<file path="config.mk">
export PLATFORM = sky130hd
export DESIGN_NAME = mem_lsu
export DESIGN_NICKNAME = d
export VERILOG_FILES = /design/src/rtl/mem_lsu_pkg.sv /design/src/rtl/mem_lsu_align.sv /design/src/rtl/mem_lsu.sv
export SDC_FILE = /design/constraint.sdc
export NUM_CORES = 1
export LEC_CHECK = 0
export ABC_AREA = 1
export CAP_MARGIN = 5
export CELL_PAD_IN_SITES_DETAIL_PLACEMENT = 0
export CELL_PAD_IN_SITES_GLOBAL_PLACEMENT = 2
export CORE_UTILIZATION = 25
export DETAILED_ROUTE_END_ITERATION = 10
export PLACE_DENSITY_LB_ADDON = 0.1
export SETUP_SLACK_MARGIN = 0.5
export SLEW_MARGIN = 20
export SYNTH_ARGS = -nofsm -noshare
export SYNTH_HDL_FRONTEND = slang
export SYNTH_SLANG_ARGS = --single-unit
</file>
<file path="constraint.sdc">
create_clock -name clk -period 4.05 [get_ports clk]
set_input_delay 0.81 -clock clk [delete_from_list [all_inputs] [get_ports clk]]
set_output_delay 0.81 -clock clk [all_outputs]
set_load 0.02 [all_outputs]
</file>
<file path="src/rtl/mem_lsu_pkg.sv">
// Shared definitions for the MEM stage: op codes, bus widths, FSM states and
// small decode helpers used by both mem_lsu and mem_align.
package mem_lsu_pkg;

    localparam int RegBus     = 32;
    localparam int RegAddrBus = 5;
    localparam int AluOpBus   = 8;

    localparam logic [AluOpBus-1:0] EXE_LB_OP  = 8'b1110_0000;
    localparam logic [AluOpBus-1:0] EXE_LH_OP  = 8'b1110_0001;
    localparam logic [AluOpBus-1:0] EXE_LW_OP  = 8'b1110_0011;
    localparam logic [AluOpBus-1:0] EXE_LBU_OP = 8'b1110_0100;
    localparam logic [AluOpBus-1:0] EXE_LHU_OP = 8'b1110_0101;
    localparam logic [AluOpBus-1:0] EXE_SB_OP  = 8'b1110_1000;
    localparam logic [AluOpBus-1:0] EXE_SH_OP  = 8'b1110_1001;
    localparam logic [AluOpBus-1:0] EXE_SW_OP  = 8'b1110_1011;

    typedef enum logic [1:0] {
        MEM_IDLE = 2'd0,
        MEM_WAIT = 2'd1,
        MEM_DONE = 2'd2
    } mem_state_e;

    typedef enum logic [1:0] {
        SZ_NONE = 2'd0,
        SZ_BYTE = 2'd1,
        SZ_HALF = 2'd2,
        SZ_WORD = 2'd3
    } mem_size_e;

    function automatic logic is_load(input logic [AluOpBus-1:0] op);
        case (op)
            EXE_LB_OP, EXE_LBU_OP, EXE_LH_OP, EXE_LHU_OP, EXE_LW_OP: is_load = 1'b1;
            default: is_load = 1'b0;
        endcase
    endfunction

    function automatic logic is_store(input logic [AluOpBus-1:0] op);
        case (op)
            EXE_SB_OP, EXE_SH_OP, EXE_SW_OP: is_store = 1'b1;
            default: is_store = 1'b0;
        endcase
    endfunction

    function automatic logic is_mem_op(input logic [AluOpBus-1:0] op);
        is_mem_op = is_load(op) || is_store(op);
    endfunction

    function automatic mem_size_e op_size(input logic [AluOpBus-1:0] op);
        case (op)
            EXE_LB_OP, EXE_LBU_OP, EXE_SB_OP: op_size = SZ_BYTE;
            EXE_LH_OP, EXE_LHU_OP, EXE_SH_OP: op_size = SZ_HALF;
            EXE_LW_OP, EXE_SW_OP:             op_size = SZ_WORD;
            default:                          op_size = SZ_NONE;
        endcase
    endfunction

    function automatic logic is_misaligned(input logic [AluOpBus-1:0] op, input logic [1:0] off);
        case (op_size(op))
            SZ_HALF: is_misaligned = off[0];
            SZ_WORD: is_misaligned = (off != 2'b00);
            default: is_misaligned = 1'b0;
        endcase
    endfunction

    // Clears the offset bits that would make a half or word access straddle lanes.
    function automatic logic [1:0] force_offset(input logic [AluOpBus-1:0] op, input logic [1:0] off);
        case (op_size(op))
            SZ_HALF: force_offset = {off[1], 1'b0};
            SZ_WORD: force_offset = 2'b00;
            default: force_offset = off;
        endcase
    endfunction

endpackage

</file>
<file path="src/rtl/mem_lsu_align.sv">
// mem_align: combinational big-endian lane logic -- byte enables, store data
// replication, and load byte/half extraction with sign or zero extension.
module mem_align
    import mem_lsu_pkg::*;
(
    input  logic [AluOpBus-1:0] aluop_i,
    input  logic [1:0]          offset_i,
    input  logic [RegBus-1:0]   reg2_i,
    input  logic [RegBus-1:0]   rdata_i,
    output logic [3:0]          sel_o,
    output logic [RegBus-1:0]   wdata_o,
    output logic [RegBus-1:0]   rdata_o
);

    logic [1:0]  off;
    logic [7:0]  byte_v;
    logic [15:0] half_v;

    always_comb begin
        off     = force_offset(aluop_i, offset_i);
        sel_o   = 4'b0000;
        wdata_o = '0;
        rdata_o = '0;

        // Offset 0 is the most significant lane.
        case (off)
            2'd0:    byte_v = rdata_i[31:24];
            2'd1:    byte_v = rdata_i[23:16];
            2'd2:    byte_v = rdata_i[15:8];
            default: byte_v = rdata_i[7:0];
        endcase
        half_v = off[1] ? rdata_i[15:0] : rdata_i[31:16];

        case (op_size(aluop_i))
            SZ_BYTE: begin
                sel_o   = 4'b1000 >> off;
                wdata_o = {4{reg2_i[7:0]}};
            end
            SZ_HALF: begin
                sel_o   = off[1] ? 4'b0011 : 4'b1100;
                wdata_o = {2{reg2_i[15:0]}};
            end
            SZ_WORD: begin
                sel_o   = 4'b1111;
                wdata_o = reg2_i;
            end
            default: ;
        endcase

        case (aluop_i)
            EXE_LB_OP:  rdata_o = {{24{byte_v[7]}}, byte_v};
            EXE_LBU_OP: rdata_o = {24'd0, byte_v};
            EXE_LH_OP:  rdata_o = {{16{half_v[15]}}, half_v};
            EXE_LHU_OP: rdata_o = {16'd0, half_v};
            EXE_LW_OP:  rdata_o = rdata_i;
            default:    rdata_o = '0;
        endcase
    end

endmodule

</file>
<file path="src/rtl/mem_lsu.sv">
// MEM stage load/store unit: drives a req/ack data bus, stalls the pipe until
// ack, and registers the MEM/WB triple. Optional feature macro: MEM_ALIGN_EXC_EN.
module mem_lsu
    import mem_lsu_pkg::*;
#(
    parameter int unsigned DBUS_TIMEOUT = 256
) (
    input  logic                  clk,
    input  logic                  rst,
    input  logic [AluOpBus-1:0]   aluop_i,
    input  logic [RegAddrBus-1:0] wd_i,
    input  logic                  wreg_i,
    input  logic [RegBus-1:0]     wdata_i,
    input  logic [RegBus-1:0]     mem_addr_i,
    input  logic [RegBus-1:0]     reg2_i,
    input  logic                  flush_i,
    output logic                  stallreq_o,
    output logic                  dbus_req_o,
    output logic                  dbus_we_o,
    output logic [RegBus-1:0]     dbus_addr_o,
    output logic [3:0]            dbus_sel_o,
    output logic [RegBus-1:0]     dbus_wdata_o,
    input  logic [RegBus-1:0]     dbus_rdata_i,
    input  logic                  dbus_ack_i,
    output logic [RegAddrBus-1:0] wd_o,
    output logic                  wreg_o,
    output logic [RegBus-1:0]     wdata_o,
    output logic                  err_o,
    output mem_state_e            dbg_state_o
);

    mem_state_e            state_q, state_d;
    logic [AluOpBus-1:0]   op_q, op_d;
    logic [RegBus-1:0]     addr_q, addr_d;
    logic [RegBus-1:0]     reg2_q, reg2_d;
    logic [RegAddrBus-1:0] wdh_q, wdh_d;
    logic                  wregh_q, wregh_d;
    logic                  req_q, req_d;
    logic                  drop_q, drop_d;
    logic [31:0]           cnt_q, cnt_d;
    logic [RegBus-1:0]     res_q, res_d;
    logic                  err_q, err_d;
    logic [RegAddrBus-1:0] wd_q, wd_d;
    logic                  wreg_q, wreg_d;
    logic [RegBus-1:0]     wdata_q, wdata_d;
    logic [RegBus-1:0]     ld_data;
    logic                  misal;
    logic                  timeout_hit;

    mem_align u_align (
        .aluop_i  (op_q),
        .offset_i (addr_q[1:0]),
        .reg2_i   (reg2_q),
        .rdata_i  (dbus_rdata_i),
        .sel_o    (dbus_sel_o),
        .wdata_o  (dbus_wdata_o),
        .rdata_o  (ld_data)
    );

    always_comb begin
`ifdef MEM_ALIGN_EXC_EN
        misal = is_misaligned(aluop_i, mem_addr_i[1:0]);
`else
        misal = 1'b0;
`endif
        timeout_hit = (DBUS_TIMEOUT != 0) && !dbus_ack_i && (cnt_q == DBUS_TIMEOUT - 1);
    end

    // Next state and outputs. WB registers default to a bubble every cycle.
    always_comb begin
        state_d    = state_q;
        op_d       = op_q;
        addr_d     = addr_q;
        reg2_d     = reg2_q;
        wdh_d      = wdh_q;
        wregh_d    = wregh_q;
        req_d      = req_q;
        drop_d     = drop_q;
        cnt_d      = cnt_q;
        res_d      = res_q;
        err_d      = 1'b0;
        wd_d       = '0;
        wreg_d     = 1'b0;
        wdata_d    = '0;
        stallreq_o = 1'b0;

        case (state_q)
            MEM_IDLE: begin
                drop_d = 1'b0;
                cnt_d  = '0;
                if (flush_i) begin
                    wd_d = '0;
                end else if (!is_mem_op(aluop_i)) begin
                    wd_d    = wd_i;
                    wreg_d  = wreg_i;
                    wdata_d = wdata_i;
                end else if (misal) begin
                    err_d = 1'b1;
                end else begin
                    stallreq_o = 1'b1;
                    op_d       = aluop_i;
                    addr_d     = mem_addr_i;
                    reg2_d     = reg2_i;
                    wdh_d      = wd_i;
                    wregh_d    = wreg_i;
                    req_d      = 1'b1;
                    state_d    = MEM_WAIT;
                end
            end
            MEM_WAIT: begin
                stallreq_o = 1'b1;
                if (flush_i) begin
                    drop_d = 1'b1;
                end
                if (dbus_ack_i) begin
                    res_d   = ld_data;
                    req_d   = 1'b0;
                    state_d = MEM_DONE;
                end else if (timeout_hit) begin
                    // Release the pipe now so the dead op leaves MEM instead of re-issuing.
                    stallreq_o = 1'b0;
                    err_d      = 1'b1;
                    req_d      = 1'b0;
                    state_d    = MEM_IDLE;
                end else if (cnt_q != '1) begin
                    cnt_d = cnt_q + 32'd1;
                end
            end
            MEM_DONE: begin
                if (!drop_q && !flush_i && is_load(op_q)) begin
                    wd_d    = wdh_q;
                    wreg_d  = wregh_q;
                    wdata_d = res_q;
                end
                state_d = MEM_IDLE;
            end
            default: state_d = MEM_IDLE;
        endcase
    end

    always_ff @(posedge clk or negedge rst) begin
        if (!rst) begin
            state_q <= MEM_IDLE;
        end else begin
            state_q <= state_d;
        end
    end

    always_ff @(posedge clk or negedge rst) begin
        if (!rst) begin
            op_q    <= '0;
            addr_q  <= '0;
            reg2_q  <= '0;
            wdh_q   <= '0;
            wregh_q <= 1'b0;
            req_q   <= 1'b0;
            drop_q  <= 1'b0;
            cnt_q   <= '0;
            res_q   <= '0;
            err_q   <= 1'b0;
            wd_q    <= '0;
            wreg_q  <= 1'b0;
            wdata_q <= '0;
        end else begin
            op_q    <= op_d;
            addr_q  <= addr_d;
            reg2_q  <= reg2_d;
            wdh_q   <= wdh_d;
            wregh_q <= wregh_d;
            req_q   <= req_d;
            drop_q  <= drop_d;
            cnt_q   <= cnt_d;
            res_q   <= res_d;
            err_q   <= err_d;
            wd_q    <= wd_d;
            wreg_q  <= wreg_d;
            wdata_q <= wdata_d;
        end
    end

    assign dbus_req_o  = req_q;
    assign dbus_we_o   = is_store(op_q);
    assign dbus_addr_o = {addr_q[31:2], 2'b00};
    assign wd_o        = wd_q;
    assign wreg_o      = wreg_q;
    assign wdata_o     = wdata_q;
    assign err_o       = err_q;
    assign dbg_state_o = state_q;

endmodule

</file>
==> results of run 1 <==
-- per-layer routing --
layer | track usage (%) | vias to the layer above | part of all wire (%)
li1 | - | 4425 | -
met1 | 21.55 | 4122 | 44
met2 | 30.06 | 166 | 50
met3 | 3.886 | 26 | 4.3
met4 | 5.021 | 2 | 1.4
met5 | 0 | - | 0.038
-- critical path: cells and delay by family, from the launching register on --
family / cells / cell delay, ns
AO/OA/AOI/OAI: 1 / 0.09
buffers and inverters: 4 / 1.07
flip-flops: 1 / 0.36
AND/OR/NAND/NOR: 5 / 0.74
-- state kept, by name, summed over array words and instances, names as in the netlist --
register / cells
addr_q: 32
cnt_q: 32
dbg_state_o: 2
dbus_req_o: 1
drop_q: 1
err_o: 1
op_q: 8
reg2_q: 32
res_q: 32
wd_o: 5
wdata_o: 32
wdh_q: 5
wreg_o: 1
wregh_q: 1
-- logic make-up (layout without fill, tap and decap cells) --
group	Yosys count	in the layout	share of synthesized area [%]
adder cells (fa/ha/maj)	1	1	0.1249
XOR/XNOR	2	2	0.1749
multiplexers	66	66	7.420
AO/OA/AOI/OAI	116	116	6.333
flip-flops	185	185	46.22
AND/OR/NAND/NOR	655	656	29.81
buffers and inverters	215	443	9.880
other	1	3	0.03744
-- how the worst max path moves through the flow --
stage / slack, ns / cells past startpoint / end / from
floorplan: 1.19 / 12 / dbus_wdata_o[16] / op_q[4]$_DFFE_PN0P_
global placement: 0.63 / 5 / stallreq_o / flush_i
detailed placement: 0.59 / 12 / dbus_wdata_o[20] / op_q[1]$_DFFE_PN0P_
CTS: 0.41 / 10 / dbus_wdata_o[23] / op_q[4]$_DFFE_PN0P_
global route: 0.30 / 11 / dbus_wdata_o[23] / op_q[4]$_DFFE_PN0P_
finish: 0.52 / 10 / dbus_wdata_o[23] / op_q[4]$_DFFE_PN0P_
-- final cells by class --
| class | instances | share of cell area [%] |
|---|---|---|
| clock inverter | 11 | 0.7366 |
| timing repair buffer | 280 | 20.44 |
| tap | 518 | 4.770 |
| antenna | 1 | 0.01842 |
| multi-input combinational | 843 | 32.99 |
| timing repair inverter | 1 | 0.03683 |
| clock buffer | 20 | 3.287 |
| inverter | 131 | 3.628 |
| sequential | 185 | 34.09 |
-- power breakdown --
group	total, uW	leakage (uW)	internal [uW]	switching (uW)
Sequential	2220	0.00243	2080	142
Clock	1640	0.000266	860	780
Combinational	1580	0.00389	690	887
Total	5440	0.00658	3630	1810
-- per-stage QoR --
| step | total power, uW | hold slack, ns | setup WS [ns] |
|---|---|---|---|
| 2_1_floorplan | 3164 | 0.4344 | 1.192 |
| 3_3_place_gp | 3833 | 0.4485 | 0.6347 |
| 3_5_place_dp | 3838 | 0.4563 | 0.5888 |
| 4_1_cts | 5549 | 0.3471 | 0.4115 |
| 5_1_grt | 5756 | 0.3707 | 0.3038 |
| 6_report | 5439 | 0.3342 | 0.5194 |
-- cell usage after synthesis (all sizes together) (6+ instances only) --
| master | count |
|---|---|
| nand2 | 381 |
| dfrtp | 185 |
| nand3 | 136 |
| inv | 128 |
| o21ai | 84 |
| nor2 | 69 |
| mux2 | 66 |
| buf | 54 |
| clkbuf | 30 |
| nand4 | 27 |
| nor3 | 16 |
| a21oi | 15 |
| o211ai | 9 |
| or2 | 9 |
| nor4 | 6 |
-- repair_timing --
item                                   CTS  global route
buffers inserted                         7             1
resized for setup                       25            20
cloned                                   2             0
endpoints found under the hold margin    0             0
setup endpoints to repair               37            18
pin swaps                                3             1
==> impl_metrics.toml, run 1 <==
[run_status]
outcome = "completed"

[sta]
rsz0062_at_grt = "yes"
finClkSkew_ns = 0.01023
setup_viol = 0
finalCritPeriodShare_pct = 87.18
hold_viol = 0
period_needed_ns = 3.531
relSlewSlack_pct = 31.58
timing.fmax_ghz = 0.2832
worst_pin_slew_ns = 1.024
slew_violations = 0
setup_tns_ns = 0

[critical_path]
crit_path_end_kind = "primary output"
r2r_cells = 9
crit_arrival_ns = 2.72
reg2reg_slack_ns = 1.61
reg2reg_from = "cnt_q[0]$_DFFE_PN0P_"
slowest_delay_ns = 0.62
required_ns = 3.24
worstSetupPathType = "register to primary output"
cpMostUsedCell = "nand2_1"
path_max_fanout = 21
cp_cell_sequence = "inv_1 > nand2_1 > nor2_4 > buf_4 > nand2_8 > nand2_2 > buf_6 > nand2_1 > o21ai_0 > clkdlybuf4s50_1"
startpoint_type = "register"
cp_slowest_cell = "clkdlybuf4s50_1"
r2r-end = "cnt_q[10]$_DFFE_PN0P_"

[yosys]
ys_seq_area_share_pct = 46.22
synth_area_leaders = "dfrtp_1, nand2_1, mux2_2"
ys_warn_count = 0
syn_inst = 1241
synth_edf_count = 0
yosys.area.top_type = "dfrtp_1"
ys_seq_elements = 185
async_flop_share_pct = 100.0
synth_top_area_share_pct = 46.22
synth_cell_types = 44
syn_avg_cell_area_um2 = 8.072
syn_area_mm2 = 0.01002
synthFlopType = "dfrtp_1"

[clocking]
cts_sinks = 185
postCtsHoldBufs = 0
path_clk_slew_ns = 0.07
cts_tree = "done"
h-tree-depth = 4
numCtsBuffers = 17
clock-root-buffer = "clkbuf_16"
insertion_delay_ns = 0.45
clock_path_buffers = 2

[placement]
place_inst = 1948
io_buffer_count = 255
place_area_mm2 = 0.01290
hpwl_um = 25430
place_congestion = 0.7793

[detailed_routing]
remaining_drc_errors = 0
postRouteAntennaNets = 0
routed_wl_um = 34320
routedWlPerCell_um = 17.24
first_pass_iters = 5
drt_iter0_drc = 372
num_vias = 8741
viasPerCell = 4.392

[job]
maxCapViolations = 0

[die]
num_rows = 72
core_area_mm2 = 0.03910
die_area_mm2 = 0.04087
die_x_um = 202.2
pin_count = 258
die_h_um = 202.2
start_util_pct = 25.62

[layout]
fin_area_mm2 = 0.01359
final_cell_mix = "nand2_1, clkdlybuf4s50_1, dfrtp_1, inv_1, nand3_1"
fin_util_pct = 34.75
seq_area_mm2 = 0.004632
final_cell_count_no_fill = 1990
multi_input_area_mm2 = 0.004483
nFillCells = 4224
final_net_count = 1606
layout_commonest_cell = "nand2_1"
area_growth_pct = 35.65
drive_gt1_share_pct = 12.17

[pwr]
powerDensity_mw_per_mm2 = 400.2
ir_worst_vdd_v = 0.0002912
p_leak_uw = 0.006581

[grt]
grt_usage_pct = 17.38
grt.overflow.total = 0
antenna_found_initial = 4
grt_pass1_vias = 9303
grt_max_degree = 65
grt_pass1_wl_um = 54480

[worst_hold_path]
hold_class = "primary input to asynchronous set/reset pin"
No activity file was read; power rests on OpenSTA's default activity.
==> run 2, diff against run 1 <==
--- a/config.mk
+++ b/config.mk
@@ -9,7 +9,9 @@
 export CAP_MARGIN = 5
 export CELL_PAD_IN_SITES_DETAIL_PLACEMENT = 0
 export CELL_PAD_IN_SITES_GLOBAL_PLACEMENT = 2
+export CORE_MARGIN = 8
 export CORE_UTILIZATION = 25
+export CTS_CLUSTER_DIAMETER = 150
 export DETAILED_ROUTE_END_ITERATION = 10
 export PLACE_DENSITY_LB_ADDON = 0.1
 export SETUP_SLACK_MARGIN = 0.5
==> run 2 against run 1 <==
Effect of this change: hold slack gained 0.097 ns; largest power group unchanged; core utilization shrank 0.48 points; maximum frequency is 4.5% higher; largest cell class unchanged; critical path type unchanged.
==> impl_metrics.toml, run 2 (synthesized netlist as in run 1, its figures left out) <==
[worst_hold_path]
hold_class = "primary input to asynchronous set/reset pin"

[layout]
final_net_count = 1603
fin_area_mm2 = 0.01359
drive_gt1_share_pct = 11.73
area_growth_pct = 35.62
fin_util_pct = 34.27
layout_commonest_cell = "nand2_1"
final_cell_mix = "nand2_1, clkdlybuf4s50_1, dfrtp_1, inv_1, nand3_1"

[placement]
place_congestion = 0.8162
place_area_mm2 = 0.01291
post-place-ws_ns = 0.6160
io_buffer_count = 255
hpwl_um = 26940

[grt]
grt_max_degree = 90
antenna_found_initial = 4
grt.overflow.total = 0
grt_pass1_vias = 9110
grt_usage_pct = 15.34
grt_pass1_wl_um = 55630

[clocking]
h-tree-depth = 4
cts_sinks = 185
postCtsHoldBufs = 0
path_clk_slew_ns = 0.07
clock_path_buffers = 2
cts_tree = "done"
clock-root-buffer = "clkbuf_16"
insertion_delay_ns = 0.45
numCtsBuffers = 17

[die]
die_x_um = 216.2
die_h_um = 216.2
start_util_pct = 25.27
die_area_mm2 = 0.04673
pin_count = 258
num_rows = 73
core_area_mm2 = 0.03964

[critical_path]
reg2reg_slack_ns = 1.57
slowest_delay_ns = 0.62
path_max_fanout = 21
cp_cell_sequence = "inv_1 > nand2_1 > nor2_4 > nand2_2 > nand2_2 > buf_6 > a21oi_1 > nand2_1 > clkdlybuf4s50_1"
reg2reg_from = "cnt_q[0]$_DFFE_PN0P_"
crit_arrival_ns = 2.57
r2r-end = "cnt_q[10]$_DFFE_PN0P_"
r2r_cells = 9
crit_path_end_kind = "primary output"
worstSetupPathType = "register to primary output"
startpoint_type = "register"
cp_slowest_cell = "clkdlybuf4s50_1"
required_ns = 3.24

[sta]
setup_viol = 0
finClkSkew_ns = 0.01213
worst_pin_slew_ns = 1.077
slew_violations = 0
rsz0062_at_grt = "no"
finalCritPeriodShare_pct = 83.42
setup_tns_ns = 0
hold_viol = 0
timing.fmax_ghz = 0.2960
period_needed_ns = 3.379
setup_ws_ns = 0.6713
relSlewSlack_pct = 28.23
hold_slack_ns = 0.4310

[detailed_routing]
postRouteAntennaNets = 0
routed_wl_um = 36060
first_pass_iters = 4
viasPerCell = 4.402
remaining_drc_errors = 0
drt_iter0_drc = 362
routedWlPerCell_um = 18.09
num_vias = 8778

[run_status]
outcome = "completed"

[pwr]
swShare_pct = 32.93
powerDensity_mw_per_mm2 = 399.7
p_clk_share_pct = 30.0
power_switching_uw = 1788
p_int_uw = 3642
power_frac_seq_pct = 40.7
power_frac_comb_pct = 29.2
ir_worst_vdd_v = 0.0003270
p_leak_uw = 0.006649

[job]
maxCapViolations = 0
run 2: cell types whose count changed in the layout (fill, tap and decap cells not counted), moves of 2 or more:
cell,change
buf_12,+2
buf_4,-2
diode_2,+2
dlymetal6s2s_1,+4
clkinvlp_4,-2
dlygate4sd2_1,-4
clkinv_2,-2
nand2_4,+2
run 2: power groups by stage:
stage                     clock, uW  combinational, uW  sequential [uW]
after CTS                      1710               1620             2210
after detailed placement          0               1610             2250
after global placement            0               1620             2240
final                          1630               1590             2210
after floorplan                   0                922             2240
after global routing           1770               1740             2240
run 2: how the worst max path moves through the flow:
stage,startpoint,to,depth (start not counted)
after floorplan,op_q[4]$_DFFE_PN0P_,dbus_wdata_o[16],12
after global placement,op_q[5]$_DFFE_PN0P_,dbus_wdata_o[30],9
after detailed placement,op_q[1]$_DFFE_PN0P_,dbus_wdata_o[16],12
after CTS,op_q[4]$_DFFE_PN0P_,dbus_wdata_o[20],12
after global routing,op_q[0]$_DFFE_PN0P_,dbus_sel_o[0],8
final,op_q[4]$_DFFE_PN0P_,dbus_sel_o[2],9
run 2: metal layers:
layer / GRT usage [%] / routed length [um]
met1: 18.68 / 15710
met2: 26.51 / 17840
met3: 4.095 / 1844
met4: 3.990 / 638
met5: 0 / 37
run 2: timing repair:
action / 4_1_cts / 5_1_grt
setup buffers: 5 / 2
setup endpoints to repair: 36 / 24
endpoints found under the hold margin: 0 / 0
gates cloned: 0 / 0
gates resized for setup: 17 / 23
pin swaps: 3 / 2
run 2: layout make-up:
cell class                      count  area (um^2)
Fill cell                        4255        26060
Sequential cell                   185         4631
Multi-Input combinational cell    842         4454
Timing Repair Buffer              279         2808
Tap cell                          525        656.9
Inverter                          131        493.0
Clock buffer                       22        464.2
Clock inverter                      7        71.32
Antenna cell                        3        7.507
run 2: metrics by stage:
| step | instances | total power, uW |
|---|---|---|
| 6_report | 1994 | 5430 |
| 5_1_grt | 1992 | 5745 |
| 4_1_cts | 1989 | 5548 |
| 3_5_place_dp | 1955 | 3854 |
| 3_3_place_gp | 1955 | 3856 |
| 2_1_floorplan | 1242 | 3164 |
run 2: critical path, delay by kind of cell (launching register included):
kind            cells  cell delay (ns)
compound gates      1             0.08
buf+inv             3             0.91
flops               1             0.36
simple gates        5             0.77
